`src/rtl/seq_timer.sv`:
```
// Programmable down-counter peripheral on the sequencer command bus.
// Accepts {cmd,arg} words and returns either the count or a status byte for polling.
module seq_timer (
    input  logic        clock,
    input  logic        reset,
    input  logic [11:0] inst,
    input  logic        inst_en,
    output logic [7:0]  out
);

    localparam int unsigned CMD_W  = 4;
    localparam int unsigned DATA_W = 8;

    localparam logic [CMD_W-1:0] CMD_LDC = 4'd1;
    localparam logic [CMD_W-1:0] CMD_LDP = 4'd2;
    localparam logic [CMD_W-1:0] CMD_RUN = 4'd3;
    localparam logic [CMD_W-1:0] CMD_STP = 4'd4;
    localparam logic [CMD_W-1:0] CMD_RDC = 4'd5;
    localparam logic [CMD_W-1:0] CMD_RDS = 4'd6;
    localparam logic [CMD_W-1:0] CMD_ACK = 4'd7;

    typedef enum logic [1:0] {
        ST_RESET = 2'd0,
        ST_READY = 2'd1,
        ST_RUN   = 2'd2,
        ST_ERROR = 2'd3
    } state_t;

    state_t              state;
    state_t              state_next;
    logic [DATA_W-1:0]   cnt;
    logic [DATA_W-1:0]   rld;
    logic [DATA_W-1:0]   pre;
    logic                sel;
    logic                exp;

    logic [CMD_W-1:0]    cmd;
    logic [DATA_W-1:0]   arg;
    logic                take;
    logic                tick;
    logic                wrap;
    logic                is_ldc;
    logic                start;
    logic                expire;

    assign cmd    = inst[11:8];
    assign arg    = inst[7:0];
    assign take   = inst_en && (state == ST_READY || state == ST_RUN);
    assign is_ldc = take && (cmd == CMD_LDC);
    // STP suppresses the tick entirely; LDC only suppresses the count decrement.
    assign tick   = (state == ST_RUN) && !(take && cmd == CMD_STP);
    assign wrap   = tick && (pre == '0);
    assign start  = take && (state == ST_READY) && (cmd == CMD_RUN);
    assign expire = (wrap && !is_ldc && cnt == DATA_W'(1))
                  || (start && cnt == '0);

    always_ff @(posedge clock) begin
        if (reset) begin
            state <= ST_RESET;
        end else begin
            state <= state_next;
        end
    end

    always_comb begin
        state_next = state;
        case (state)
            ST_RESET: state_next = ST_READY;
            ST_READY: begin
                if (take && cmd[3]) begin
                    state_next = ST_ERROR;
                end else if (start && cnt != '0) begin
                    state_next = ST_RUN;
                end
            end
            ST_RUN: begin
                if (take && cmd[3]) begin
                    state_next = ST_ERROR;
                end else if (take && cmd == CMD_STP) begin
                    state_next = ST_READY;
                end else if (is_ldc) begin
                    if (arg == '0) begin
                        state_next = ST_READY;
                    end
                end else if (wrap && cnt == DATA_W'(1)) begin
                    state_next = ST_READY;
                end
            end
            default: state_next = ST_ERROR;
        endcase
    end

    always_comb begin
        out = '0;
        if (state == ST_READY || state == ST_RUN) begin
            if (sel) begin
                out = {5'b0, 1'b0, exp, (state == ST_RUN)};
            end else begin
                out = cnt;
            end
        end
    end

    // Counter, prescaler and control registers; frozen outside Ready/Run via take/tick.
    always_ff @(posedge clock) begin
        if (reset) begin
            cnt <= '0;
            rld <= '0;
            pre <= '0;
            sel <= 1'b0;
            exp <= 1'b0;
        end else begin
            if (is_ldc) begin
                cnt <= arg;
            end else if (wrap) begin
                cnt <= DATA_W'(cnt - DATA_W'(1));
            end

            if (start && cnt != '0) begin
                pre <= rld;
            end else if (tick) begin
                pre <= wrap ? rld : DATA_W'(pre - DATA_W'(1));
            end

            if (take && cmd == CMD_LDP) begin
                rld <= arg;
            end

            if (take && cmd == CMD_RDC) begin
                sel <= 1'b0;
            end else if (take && cmd == CMD_RDS) begin
                sel <= 1'b1;
            end

            if (expire) begin
                exp <= 1'b1;
            end else if (take && cmd == CMD_ACK) begin
                exp <= 1'b0;
            end
        end
    end

endmodule

```
`config.mk`:
```
export PLATFORM = sky130hd
export DESIGN_NAME = seq_timer
export DESIGN_NICKNAME = d
export VERILOG_FILES = /design/src/rtl/seq_timer.sv
export SDC_FILE = /design/constraint.sdc
export NUM_CORES = 1
export LEC_CHECK = 0
export CAP_MARGIN = 20
export CORE_ASPECT_RATIO = 0.5
export CORE_MARGIN = 4
export CORE_UTILIZATION = 55
export CTS_CLUSTER_DIAMETER = 200
export DETAILED_ROUTE_END_ITERATION = 10
export GPL_TIMING_DRIVEN = 0
export PLACE_DENSITY_LB_ADDON = 0.12
export SYNTH_ARGS = -nofsm -noshare
export SYNTH_HDL_FRONTEND = slang
export SYNTH_SLANG_ARGS = --single-unit
```
`constraint.sdc`:
```
create_clock -name clock -period 3 [get_ports clock]
set_input_delay 0.6 -clock clock [delete_from_list [all_inputs] [get_ports clock]]
set_output_delay 0.6 -clock clock [all_outputs]
set_load 0.05 [all_outputs]
```
-- Word-level counts from Yosys, hierarchy flattened
Cells that the tools add are included.
- bits in registers: 28
- input port bits: 15
- output and inout port bits: 8
- logic and storage cells: 69
- $add $sub $neg: 2
- equality and inequality tests: 13
- mux-type cells: 17
- reductions and logical operators: 31
- operators with widths (kind ; count):
    $mux 8 ; 7
    $logic_not 8->1 ; 3
    $logic_and 1x1->1 ; 17
    $eq 4x3->1 const B ; 4
    $sub 8x1->8 const B ; 2
    $mux 2 ; 7
    $ne 5x2->1 const B ; 2
    $eq 4x2->1 const B ; 2
    $eq 8x1->1 const B ; 1
    $reduce_bool 8->1 ; 1
    $pmux 2 s3 ; 1
    $reduce_bool 2->1 ; 3
    $eq 4x1->1 const B ; 1
    $ne 3x1->1 const B ; 1
    $reduce_and 3->1 ; 1
    $eq 2x1->1 const B ; 1
    $eq 2x2->1 const B ; 1
    $logic_not 1->1 ; 2
    $logic_not 2->1 ; 1
    $logic_or 1x1->1 ; 2
    $mux 1 ; 2
    $reduce_or 2->1 ; 1

-- Longest topological paths before layout
- depth after elaboration: 13
- gate-level depth with buffers: 10
- depth with buffers taken out: 8

-- Worst setup path before layout
OpenSTA, ideal clock, no wires.
- kind: register to register
- from: register state[0]
- to: register cnt[5]
- setup time: 0.079 ns
- arrival time: 2.270 ns
- data required time: 2.921 ns
- slack: 0.650 ns
- cell stages (with the launch flop): 10
- buffers on the path: 1
- clock period less this slack: 2.350 ns
- cells stage by stage: dfxtp_1 -> inv_1 -> ha_1 -> and3b_1 -> buf_6 -> a41oi_4 -> nand4_1 -> or4_1 -> xor2_1 -> a211oi_2
- cells in the longest elaborated chain, start to end: 8
- elaborated cells between the ends (all ways): 11
- those cells by class: eq/ne: 2; mux: 1; reduce/logical: 8
- RTL lines (item ; line ; text):
    start, declared ; 29 ; state_t state;
    start signal, assigned ; 61 ; state <= state_next;
    $eq 2x1->1 / $eq 2x2->1 (equally long branches) ; 48, 51 ;
    $logic_or 1x1->1 ; 48 ; assign take = inst_en && (state == ST_READY || state == ST_RUN);
    $logic_and 1x1->1 ; 48 ;
    $logic_and 1x1->1 ; 51 ; assign tick = (state == ST_RUN) && !(take && cmd == CMD_STP);
    $logic_not 1->1 ; 51 ;
    $logic_and 1x1->1 ; 51 ;
    $logic_and 1x1->1 ; 52 ; assign wrap = tick && (pre == '0);
    $reduce_bool 2->1 (no source line) ; n/a ;
    end signal, assigned ; 114 ; cnt <= arg;
    end signal, assigned ; 116 ; cnt <= DATA_W'(cnt - DATA_W'(1));
    end, declared ; 31 ; logic [DATA_W-1:0] cnt;
Parallel ways exist; a longest one is shown, timed or not.
A chain may end at the register's enable or synchronous reset.

-- Final worst setup path
- from: register state[0]
- to: output port out[0]
- cells in the longest elaborated chain, start to end: 3
- elaborated cells between the ends (all ways): 5
- those cells by class: eq/ne: 2; mux: 2; reduce/logical: 1
- RTL lines (item ; line ; text):
    $eq 2x2->1 / $eq 2x1->1 (equally long branches) ; 95, 97 ;
    $mux 8 / $logic_or 1x1->1 (equally long branches) ; 96, 95 ;
    $mux 8 (*) ; 95 ; if (state == ST_READY || state == ST_RUN) begin
    end, declared ; 8 ; output logic [7:0] out
Mark *: on every way between the ends. The rest lies on a longest branch, timed or not.

==> impl_metrics.toml <==
[run_status]
status = "finished clean"

[placed_design]
gp_congestion = 0.884
dp_slack_ns = 0.130
placedCellCount = 267
portBuffers = 21
place_hpwl_mm = 3.11
placed_cell_area_um2 = 2100

[worst_setup_path]
worstSetupEndpointType = "output port"
rrSetupSlack_ns = 0.38
path_delay_family = "buffers and inverters"
path_max_fanout = 6
path_cells = "inv_1 -> ha_1 -> nor2b_1 -> clkdlybuf4s50_1"
required_ns = 2.40
crit_buf_inv = 2
worst-setup-path-type = "reg2out"
crit_path_start_kind = "flop"
r2r_start = "state[0]"
arrival_ns = 2.09
critical_path.max_stage_delay_ns = 0.81
slowest_stage = "clkdlybuf4s50_1"
rr_worst_depth = 10
r2r-end = "cnt[6]"

[timing]
drv_slew = 0
fin_crit_ns = 2.69
setup_violations = 0
rsz0062_at_grt = "false"
max_freq_mhz = 372
finalSetupTns_ns = 0
hold_viol = 0
finClkSkew_ns = 0.00427
holdWs_ns = 0.511
maxSlewHeadroom_pct = 48.8
post-route-period-util_pct = 89.5
fin_ws_ns = 0.315
tightest_slew_ns = 0.761

[power]
seqPwrFrac_pct = 26.1
max-vdd-ir-drop_mv = 0.640
power.switching_mw = 1.05
internal_power_mw = 1.34
swShare_pct = 43.9
power.leakage_nw = 1.02
p_comb_share_pct = 61.4
totalPowerFinal_mw = 2.39
p_clk_share_pct = 12.5
powerDensity_nw_per_um2 = 1090

[clock_network]
worstSkewPairLatency_ns = 0.28
clk_transition_reported_paths_ns = 0.10
clock-root-buffer = "clkbuf_8"
htreeDepth = 1
clock_sinks = 28
cts_buffer_depth = 2
cts_buffers = 3
cts_tree = "built"

[synthesis]
synth_nets = 230
synth_warnings = 0
synth_edf_count = 0
syn_area_um2 = 1840
synth_cells = 206
ys.flop_type = "dfxtp_1"
ys_ff_latch = 28
syn_avg_cell_area_um2 = 8.95
synth-seq-area-share_pct = 30.4
synth_cell_types = 48
synthArstFlopShare_pct = 0

[finish]
fin_area_um2 = 2190
drive_gt1_share_pct = 11.7
final_util_pct = 70.6
final_cells = 271
area_growth_pct = 18.8
antenna_cells = 0
fin_nets = 256

[global_routing]
grt_overflow = 0
grt_pass1_vias = 1546
grt_pass1_wl_mm = 7.03
grt_max_degree = 17
grtUsageTotal_pct = 19.1
antenna_found_initial = 0

[route]
firstDrtPassIters = 4
drt-initial-drc-count = 61
via_per_inst = 5.83
detail_route.wl_per_cell_um = 15.2
routed-via-count = 1581
drt_wl_total_mm = 4.12
drc = 0
ant_nets = 0

[die]
rows = 14
dieWidth_um = 89.9
die_area_um2 = 4400
die_y_um = 48.9
start_util_pct = 59.4
core_area_um2 = 3100
ioPinCount = 23

[hold_path]
min_delay_path_depth = 2
hold_start = "pre[7]"
hold_class = "reg2reg"
hold_end = "pre[7]"

[job]
maxCapViolCount = 0
==> power by group through the flow <==
stage / sequential [mW] / clock (mW) / combinational [mW]
floorplan: 0.590 / 0 / 1.20
global placement: 0.624 / 0 / 1.42
finish: 0.623 / 0.299 / 1.46
detailed placement: 0.626 / 0 / 1.45
CTS: 0.619 / 0.311 / 1.46
global route: 0.638 / 0.324 / 1.61
==> Yosys cell counts, types with 3 or more instances <==
cell type	number	area (µm²)
mux2i_1	15	150
nor2b_1	5	31.3
and2_1	5	31.3
nor4_1	5	31.3
o32ai_2	5	81.3
a21oi_1	10	50.1
nor2_1	28	105
nand2_1	7	26.3
nand4_1	5	31.3
ha_1	9	113
clkbuf_1	4	15.0
and3_1	3	18.8
nand3_1	5	25.0
inv_1	15	56.3
xor2_1	5	43.8
dfxtp_1	28	561
a211oi_1	9	67.6
and2_2	3	22.5
==> what timing repair did <==
item,in CTS,in global routing
hold buffers,0,0
gates resized for setup,0,6
endpoints found under the setup margin,0,6
setup buffers,0,0
==> layout make-up <==
type / count / area [µm²]
buffer: 9 / 66.3
clock buffer: 3 / 41.3
clock inverter: 1 / 30.0
fill: 267 / 911
inverter: 15 / 56.3
multi-input combinational: 154 / 1160
sequential: 28 / 561
tap: 40 / 50.0
timing repair buffer: 21 / 225
==> worst min-delay path: stages (launching register included) <==
cell     delay [ns]
dfxtp_1        0.33
inv_1          0.06
o32ai_2        0.08
==> registers in the layout, summed over array words and instances (netlist names) <==
signal	cells
cnt	8
exp	1
sel	1
rld	8
pre	8
state	2
==> cells in the final DEF (no fill, tap or decap), types with 3 or more instances in the layout <==
cell             count
nor4_1               5
and2_2               3
dlymetal6s2s_1       6
a21oi_1             10
and3_1               3
ha_1                 9
xor2_1               5
clkdlybuf4s50_1     15
a211oi_1             9
clkbuf_8             3
mux2i_1             15
and2_1               5
nand4_1              5
nor2_1              28
inv_1               15
nand3_1              5
o32ai_2              5
nand2_1              7
clkbuf_1             4
nor2b_1              5
dfxtp_1             28
==> logic make-up after synthesis <==
kind of cell	count (synthesis)	share of synthesized area, %
xor gates and xnor gates	7	3.33
muxes	15	8.15
and+or+nand+nor	80	25.3
adders and majority gates	9	6.11
AOI/OAI and AO/OA	43	20.0
DFF	28	30.4
buffers and inverters	24	6.65
==> worst max-delay path by stage <==
stage,from,endpoint,cells after the start
after floorplan,state[0],cnt[5],9
after global placement,inst[11],cnt[5],8
after detailed placement,inst[11],cnt[6],9
after CTS,state[0],out[2],5
after global routing,state[0],cnt[4],10
final,state[0],out[0],4
==> routing by layer <==
| metal | vias up | track usage (%) | wire length [µm] |
|---|---|---|---|
| li1 | 796 | - | - |
| met5 | - | 0 | 0 |
| met1 | 737 | 25.6 | 2020 |
| met3 | 4 | 5.08 | 209 |
| met4 | 0 | 3.30 | 24 |
| met2 | 44 | 31.5 | 1870 |
Power figures use the tool's default switching activity.
